<file path="src/rtl/clp_pkg.sv">
// Shared definitions for the CLP host-side instruction loader: FSM states,
// error codes and default memory geometry.
package clp_pkg;

  typedef enum logic [2:0] {
    ST_IDLE      = 3'd0,
    ST_LOAD      = 3'd1,
    ST_START     = 3'd2,
    ST_WAIT_BUSY = 3'd3,
    ST_WAIT_IDLE = 3'd4
  } clp_state_e;

  localparam logic [1:0] ERR_NONE     = 2'd0;
  localparam logic [1:0] ERR_OVERFLOW = 2'd1;
  localparam logic [1:0] ERR_TIMEOUT  = 2'd2;

  localparam int CLP_INSTR_W = 64;
  localparam int CLP_ADDR_W  = 10;

endpackage

</file>
<file path="src/rtl/pulse_timer.sv">
// Load-and-count-down timer with a zero flag; counts down to 0 and holds
// there until reloaded.
module pulse_timer #(
  parameter int W = 8
) (
  input  logic         clk,
  input  logic         rst,
  input  logic         load,
  input  logic [W-1:0] load_val,
  output logic         zero
);

  logic [W-1:0] count;

  always_ff @(posedge clk) begin
    if (rst) begin
      count <= '0;
    end else if (load) begin
      count <= load_val;
    end else if (count != '0) begin
      count <= count - 1'b1;
    end
  end

  assign zero = (count == '0);

endmodule

</file>
<file path="src/rtl/instr_loader.sv">
// Streams host instruction words into the CLP instruction memory, then
// starts the accelerator and follows CLP_state until it returns to idle.
module instr_loader
  import clp_pkg::*;
#(
  parameter int ADDR_W       = CLP_ADDR_W,
  parameter int INSTR_W      = CLP_INSTR_W,
  parameter int ACC_PULSE    = 10,
  parameter int BUSY_TIMEOUT = 64
) (
  input  logic               clk,
  input  logic               rst,
  input  logic               s_valid,
  output logic               s_ready,
  input  logic [INSTR_W-1:0] s_data,
  input  logic               s_last,
  output logic               load_instr_enable,
  output logic [ADDR_W-1:0]  load_instr_addr,
  output logic [INSTR_W-1:0] instr_data,
  output logic               acc_enable,
  input  logic               CLP_state,
  output logic               busy,
  output logic               done,
  output logic [1:0]         err,
  output logic [ADDR_W:0]    instr_count,
  output clp_state_e         state_dbg
);

  localparam int TMR_MAX = (ACC_PULSE > BUSY_TIMEOUT) ? ACC_PULSE : BUSY_TIMEOUT;
  localparam int TMR_W   = $clog2(TMR_MAX + 1);
  localparam logic [TMR_W-1:0] PULSE_LD   = TMR_W'(ACC_PULSE - 1);
  localparam logic [TMR_W-1:0] TIMEOUT_LD = TMR_W'(BUSY_TIMEOUT - 1);
  // Word count that means every address has been written.
  localparam logic [ADDR_W:0] FULL_COUNT = {1'b1, {ADDR_W{1'b0}}};
  localparam logic [ADDR_W:0] ONE_COUNT  = {{ADDR_W{1'b0}}, 1'b1};

  clp_state_e       state;
  logic             accept;
  logic             tmr_load;
  logic [TMR_W-1:0] tmr_val;
  logic             tmr_zero;

  // Handshake: a word transfers on a rising edge where s_valid and s_ready
  // are both 1; s_data/s_last are ignored otherwise. s_ready is registered
  // and never depends on s_valid.
  assign accept    = s_valid && s_ready;
  assign state_dbg = state;

  // The timer is loaded when the pulse starts (first START cycle) and again
  // when the pulse ends, to run the busy timeout.
  always_comb begin
    tmr_load = 1'b0;
    tmr_val  = '0;
    if (state == ST_START) begin
      if (!acc_enable) begin
        tmr_load = 1'b1;
        tmr_val  = PULSE_LD;
      end else if (tmr_zero) begin
        tmr_load = 1'b1;
        tmr_val  = TIMEOUT_LD;
      end
    end
  end

  pulse_timer #(.W(TMR_W)) u_timer (
    .clk      (clk),
    .rst      (rst),
    .load     (tmr_load),
    .load_val (tmr_val),
    .zero     (tmr_zero)
  );

  always_ff @(posedge clk) begin
    if (rst) begin
      state             <= ST_IDLE;
      s_ready           <= 1'b0;
      load_instr_enable <= 1'b0;
      load_instr_addr   <= '0;
      instr_data        <= '0;
      acc_enable        <= 1'b0;
      busy              <= 1'b0;
      done              <= 1'b0;
      err               <= ERR_NONE;
      instr_count       <= '0;
    end else begin
      load_instr_enable <= 1'b0;
      done              <= 1'b0;
      unique case (state)
        ST_IDLE: begin
          s_ready <= 1'b1;
          if (accept) begin
            load_instr_enable <= 1'b1;
            load_instr_addr   <= '0;
            instr_data        <= s_data;
            instr_count       <= ONE_COUNT;
            err               <= ERR_NONE;
            busy              <= 1'b1;
            if (s_last) begin
              state   <= ST_START;
              s_ready <= 1'b0;
            end else begin
              state <= ST_LOAD;
            end
          end
        end
        ST_LOAD: begin
          if (accept) begin
            load_instr_enable <= 1'b1;
            load_instr_addr   <= instr_count[ADDR_W-1:0];
            instr_data        <= s_data;
            instr_count       <= instr_count + 1'b1;
            if (s_last) begin
              state   <= ST_START;
              s_ready <= 1'b0;
            end else if (instr_count + 1'b1 == FULL_COUNT) begin
              // Memory is full but the program has not ended: abandon it.
              err   <= ERR_OVERFLOW;
              state <= ST_IDLE;
              busy  <= 1'b0;
            end
          end
        end
        ST_START: begin
          if (!acc_enable) begin
            acc_enable <= 1'b1;
          end else if (tmr_zero) begin
            acc_enable <= 1'b0;
            state      <= ST_WAIT_BUSY;
          end
        end
        ST_WAIT_BUSY: begin
          if (CLP_state) begin
            state <= ST_WAIT_IDLE;
          end else if (tmr_zero) begin
            err     <= ERR_TIMEOUT;
            state   <= ST_IDLE;
            busy    <= 1'b0;
            s_ready <= 1'b1;
          end
        end
        ST_WAIT_IDLE: begin
          if (!CLP_state) begin
            done    <= 1'b1;
            state   <= ST_IDLE;
            busy    <= 1'b0;
            s_ready <= 1'b1;
          end
        end
        default: begin
          state <= ST_IDLE;
        end
      endcase
    end
  end

endmodule

</file>
<file path="config.mk">
export PLATFORM = sky130hd
export DESIGN_NAME = instr_loader
export DESIGN_NICKNAME = d
export VERILOG_FILES = /design/src/rtl/clp_pkg.sv /design/src/rtl/pulse_timer.sv /design/src/rtl/instr_loader.sv
export SDC_FILE = /design/constraint.sdc
export NUM_CORES = 1
export LEC_CHECK = 0
export BUFFER_PORTS_ARGS = -buffer_cell sky130_fd_sc_hd__buf_2
export CORE_ASPECT_RATIO = 1.75
export CORE_UTILIZATION = 45
export CTS_BUF_LIST = sky130_fd_sc_hd__clkbuf_16
export DETAILED_ROUTE_END_ITERATION = 10
export PLACE_DENSITY = 0.8
export SLEW_MARGIN = 20
export SYNTH_ARGS = -nofsm -noshare
export SYNTH_HDL_FRONTEND = slang
export SYNTH_SLANG_ARGS = --single-unit
</file>
<file path="constraint.sdc">
create_clock -name clk -period 5.4 [get_ports clk]
set_input_delay 1.08 -clock clk [delete_from_list [all_inputs] [get_ports clk]]
set_output_delay 1.08 -clock clk [all_outputs]
set_load 0.01 [all_outputs]
</file>
==> impl_metrics.toml, run 1 <==
[power]
finalPower_mw = 1.83
p_leak_nw = 2.30
clockPowerShare = 0.368
cellInternalPower_mw = 1.34
sw_frac_of_total = 0.270
peakVddDrop_mv = 0.208
p_seq_frac = 0.463
power_density_mw_per_mm2 = 355
p_comb_frac = 0.169
switchingPower_uw = 495

[cts]
cts_tree = "yes"
cts.path.max_buffers = 2
clk_latency_ns = 0.34
cts_buffers = 9
cts_resized = 0
cts_max_level = 3
cts_root_buffer = "clkbuf_16"
cts.clk_slew.worst_paths_ns = 0.06
cts_sinks = 102
cts_post_setup_buffers_inserted = 0
hold_buffers = 0

[flow_run]
cap_violations = 0

[finish]
multiInputGateArea_mm2 = 0.00180
seq_area_mm2 = 0.00204
final_cells = 761
synthToLayoutAreaGrowth_pct = 30.0
fill_cells = 816
final_area_mm2 = 0.00516
num_antenna_cells = 0
layout-drive-gt1-share = 0.290
layout.nets = 710
final_util = 0.599

[logic_synthesis]
synth_top_family_by_area = "simple AND/OR/NAND/NOR gates"
synth.most_common_cell = "nand2_1"
async_flop_share = 0
synth-adder-area-share = 0.00631
synth_top_area_cell = "dfxtp_1"
yosysTopAreaCellShare = 0.515
synth_cell_types = 46
synth_nets = 569
yosys.area_share.simple = 0.247
synthTopCellsByArea = "dfxtp_1, nand2_1, a21oi_1"
synth_area_mm2 = 0.00397
synthXorXnorAreaFrac = 0.0110
synth-seq-cells = 102
synth_cells = 498
synth_ff_type = "dfxtp_1"
yosysWarnings = 0
synth_compound_area_frac = 0.178
avgSynthCellArea_um2 = 7.96
synth_commonest_cells = "nand2_1, dfxtp_1, a21oi_1, nor2_1, clkbuf_1"
synth_edf_count = 0
synthMuxAreaShare = 0.00252
ys_seq_area_frac = 0.515

[global_routing]
grt_pass1_vias = 3428
grt.overflow.total = 0
grtUsageTotal = 0.223
grt_max_degree = 73
antenna_found_initial = 0
grt_pass1_wl_um = 16000

[critical_path]
max_stage_delay_ns = 0.72
cpLargestDelayFamily = "simple AND/OR/NAND/NOR gates"
timing.critical_path.cells = "buf_2, nand2_1, nor2_1, o21ai_0, a311oi_1"
cp_slowest_cell = "nor2_1"
cp_data_arrival_time_ns = 2.57
worstSetupPathType = "in2reg"
crit_buf_inv = 1
rr_startpoint = "state_dbg[0]"
cp_max_fo = 15
cp-end-kind = "flop"
crit_path_start_kind = "input pin"
crit_path_start = "s_valid"
crit_required_ns = 5.65

[timing]
setup_viol = 0
setup_tns_ns = 0
max_freq_ghz = 0.431
fin_ws_ns = 3.08
hold_viol = 0
slew_headroom = 0.387
fin_crit_ns = 2.32
worst_slew_pin_slew_ns = 0.917
drv_slew = 0
rsz0062_at_grt = "false"
fin_crit_sh = 0.430
holdWs_ns = 0.450
skew_ns = 0.00807

[outcome]
status = "complete, no violations"

[hold_path]
hp-start = "instr_data[32]"
hp-class = "reg2reg"

[routing]
routed_wl_um = 10100
first_pass_iters = 4
drt_iter0_drc = 152
detailroute.via_count = 3937
drtAntennaViolNets = 0
drc = 0
wl_per_cell_um = 13.3
viasPerCell = 5.17

[placed_design]
placed_area_mm2 = 0.00484
io_buffers = 163
hpwlAfterDp_um = 7220
post-place-ws_ns = 2.71
gp_congestion = 0.819
place_inst = 745

[die]
io_pins = 164
die_area_mm2 = 0.00921
die_y_um = 126
rows = 45
die_x_um = 73.0
start_util = 0.460
core_mm2 = 0.00861
-- placed cells by master, fill, tap and decap left out, types with 4 or more instances in the layout --
master,count
nand3_1,7
buf_2,163
nor3_1,9
clkbuf_16,9
a22oi_1,10
or3_1,4
o21ai_0,11
dfxtp_1,102
nor2_1,36
nand2_1,145
nand3b_1,6
inv_1,5
and3_1,6
a21oi_1,79
-- worst reg2reg max path, stage by stage, from the launching register on --
cell,delay (ns)
dfxtp_1,0.64
nand3b_1,0.30
nor2_1,0.77
o21ai_0,0.22
a311oi_1,0.30
-- cell families (layout without fill, tap and decap cells) --
| kind of cell | Yosys count | count (layout) |
|---|---|---|
| xor+xnor | 5 | 5 |
| buf+inv | 41 | 187 |
| flops | 102 | 102 |
| simple gates | 226 | 226 |
| mux | 1 | 1 |
| compound gates | 121 | 121 |
| fa+ha+maj | 2 | 2 |
-- layer usage --
metal	vias up	GRT usage	share of wire
li1	1972	-	-
met1	1804	0.256	0.40
met2	139	0.379	0.52
met3	22	0.0480	0.054
met4	0	0.113	0.032
met5	-	0	0
-- registers in the layout (all words and copies together), names as in the netlist, 2 cells and up --
register / count
load_instr_addr: 10
instr_count: 11
u_timer.count: 7
instr_data: 64
err: 2
state_dbg: 3
-- final timing paths --
path	slack (ns)	end	depth (start not counted)
max	3.08	instr_count[9]	5
min	0.45	instr_data[32]	2
max reg2reg	3.08	instr_count[9]	4
min reg2reg	0.45	instr_data[32]	2
-- area by class of cell --
class,instances,share of cell area
tap,117,0.0284
timing repair buffer,166,0.163
clock inverter,7,0.0172
clock buffer,9,0.0437
sequential,102,0.396
inverter,5,0.00364
multi-input combinational,355,0.348
-- power by group through the flow --
stage / Clock, mW / Sequential [mW] / Combinational [mW]
after floorplan: 0 / 0.870 / 0.198
after global placement: 0 / 0.861 / 0.298
after detailed placement: 0 / 0.864 / 0.310
after CTS: 0.694 / 0.848 / 0.311
after global routing: 0.722 / 0.855 / 0.344
final: 0.673 / 0.848 / 0.310
Power figures use the tool's default switching activity.
==> run 2: changes to the inputs <==
Settings changed: ABC_AREA set to 1, PLACE_DENSITY 0.8 to 0.79.
Clock period 5.4 ns to 2.2 ns, I/O delays scaled along.
==> impl_metrics.toml, run 2 <==
[outcome]
status = "complete, no violations"

[power]
p_leak_nw = 2.54
peakVddDrop_mv = 0.603
finalPower_mw = 5.93
power_density_mw_per_mm2 = 1110

[logic_synthesis]
synth_cell_types = 32
synth.most_common_cell = "nor2_1"
synth_area_mm2 = 0.00411
synth_commonest_cells = "nor2_1, dfxtp_1, nand2_1, o21ai_0, a21oi_1"
synthTopCellsByArea = "dfxtp_1, nor2_1, nand2_1"
synth_cells = 570
synth_nets = 641
yosysWarnings = 0
synth_edf_count = 0
avgSynthCellArea_um2 = 7.21
synth_top_area_cell = "dfxtp_1"
async_flop_share = 0
synth-seq-cells = 102
synth_ff_type = "dfxtp_1"
yosysTopAreaCellShare = 0.497
ys_seq_area_frac = 0.497

[timing]
skew_ns = 0.00576
setup_viol = 0
fin_ws_ns = 0.324
drv_slew = 0
max_freq_ghz = 0.533
slew_headroom = 0.709
worst_slew_pin_slew_ns = 0.435
hold_viol = 0
setup_tns_ns = 0
rsz0062_at_grt = "false"
fin_crit_ns = 1.88
holdWs_ns = 0.327
fin_crit_sh = 0.853

[die]
die_y_um = 128
rows = 45
core_mm2 = 0.00878
start_util = 0.468
die_area_mm2 = 0.00954
io_pins = 164
die_x_um = 74.3

[routing]
first_pass_iters = 4
routed_wl_um = 10900
viasPerCell = 4.96
wl_per_cell_um = 12.9
drc = 0
detailroute.via_count = 4194
drt_iter0_drc = 162
drtAntennaViolNets = 0

[global_routing]
grt_max_degree = 67
grt_pass1_wl_um = 17500
grt.overflow.total = 0
grt_pass1_vias = 3998
grtUsageTotal = 0.237
antenna_found_initial = 0

[cts]
hold_buffers = 0
cts_max_level = 3
cts_post_setup_buffers_inserted = 0
cts_root_buffer = "clkbuf_16"
cts_tree = "yes"
cts.clk_slew.worst_paths_ns = 0.07
cts.path.max_buffers = 2
clk_latency_ns = 0.34
cts_sinks = 102
cts_resized = 0
cts_buffers = 9

[placed_design]
place_inst = 829
gp_congestion = 0.869
post-place-ws_ns = 0.351
hpwlAfterDp_um = 8100
placed_area_mm2 = 0.00505
io_buffers = 163

[hold_path]
holdPathStages = 2
hp-start = "CLP_state"
hp-class = "in2reg"
whs_endpoint = "done"

[finish]
num_antenna_cells = 0
largest_reg_flops = 64
largest_registers = "instr_data: 64 flops, instr_count: 11 flops, load_instr_addr: 10 flops"
final_area_mm2 = 0.00533
layout.nets = 794
layout-drive-gt1-share = 0.280
final_cells = 845
multiInputGateArea_mm2 = 0.00181
final_common_cell = "buf_2"
final_util = 0.607
synthToLayoutAreaGrowth_pct = 29.6
seq_area_mm2 = 0.00204
layout_common_cells = "buf_2, nor2_1, dfxtp_1, nand2_1, o21ai_0"
top_register = "instr_data"
fill_cells = 839

[critical_path]
cp_max_fo = 6
cp-end-kind = "flop"
crit_path_start_kind = "flop"
cp_data_arrival_time_ns = 2.16
crit_required_ns = 2.48
timing.rr.end = "state_dbg[0]"
reg2reg_slack_ns = 0.32
ff2ff_path_depth = 13
rr_startpoint = "instr_count[1]"
worstSetupPathType = "reg2reg"

[flow_run]
cap_violations = 0
run 2: cell families after synthesis:
kind of cell | Yosys count | synth area share
DFF | 102 | 0.497
xor gates and xnor gates | 4 | 0.00852
AOI/OAI and AO/OA | 109 | 0.138
buffers and inverters | 63 | 0.0630
adders and majority gates | 2 | 0.00609
and+or+nand+nor | 290 | 0.288
run 2: final cells by class:
| cell class | count | area share |
|---|---|---|
| tap | 117 | 0.0275 |
| inverter | 35 | 0.0246 |
| clock buffer | 9 | 0.0423 |
| sequential | 102 | 0.383 |
| multi-input combinational | 405 | 0.340 |
| timing repair buffer | 170 | 0.172 |
| clock inverter | 7 | 0.0101 |
run 2: where the power goes:
group	switching [mW]	total, mW	internal [mW]
logic	1.18	1.95	0.769
registers	0.241	2.48	2.24
clock network	0.714	1.49	0.781
total	2.14	5.93	3.79
run 2: worst max-delay path: stages (launching register included):
cell and delay, ns:
dfxtp_1 0.43, ha_1 0.28, nand3_1 0.18, nor2_4 0.15
nand2_1 0.08, nand2_1 0.08, nand2_1 0.07, nor2_2 0.09
nand3_2 0.11, nand2_2 0.08, nand2_2 0.07, nand2_1 0.07
nand2_1 0.05, nor2_1 0.08
run 2: worst max-delay path by stage:
| stage | slack, ns | to | from | depth (start not counted) |
|---|---|---|---|---|
| floorplan | 0.54 | err[0] | instr_count[1] | 10 |
| finish | 0.32 | state_dbg[0] | instr_count[1] | 13 |
| detailed placement | 0.35 | err[0] | instr_count[1] | 12 |
| global route | 0.12 | state_dbg[1] | instr_count[1] | 13 |
| global placement | 0.42 | err[0] | instr_count[1] | 12 |
| CTS | 0.32 | state_dbg[0] | instr_count[1] | 13 |
run 2: layer usage:
metal	global-route usage	routed length (um)	vias up
met3	0.0626	596	20
met1	0.241	4150	1918
met2	0.432	5910	136
li1	-	-	2120
met4	0.117	275	0
met5	0	0	-
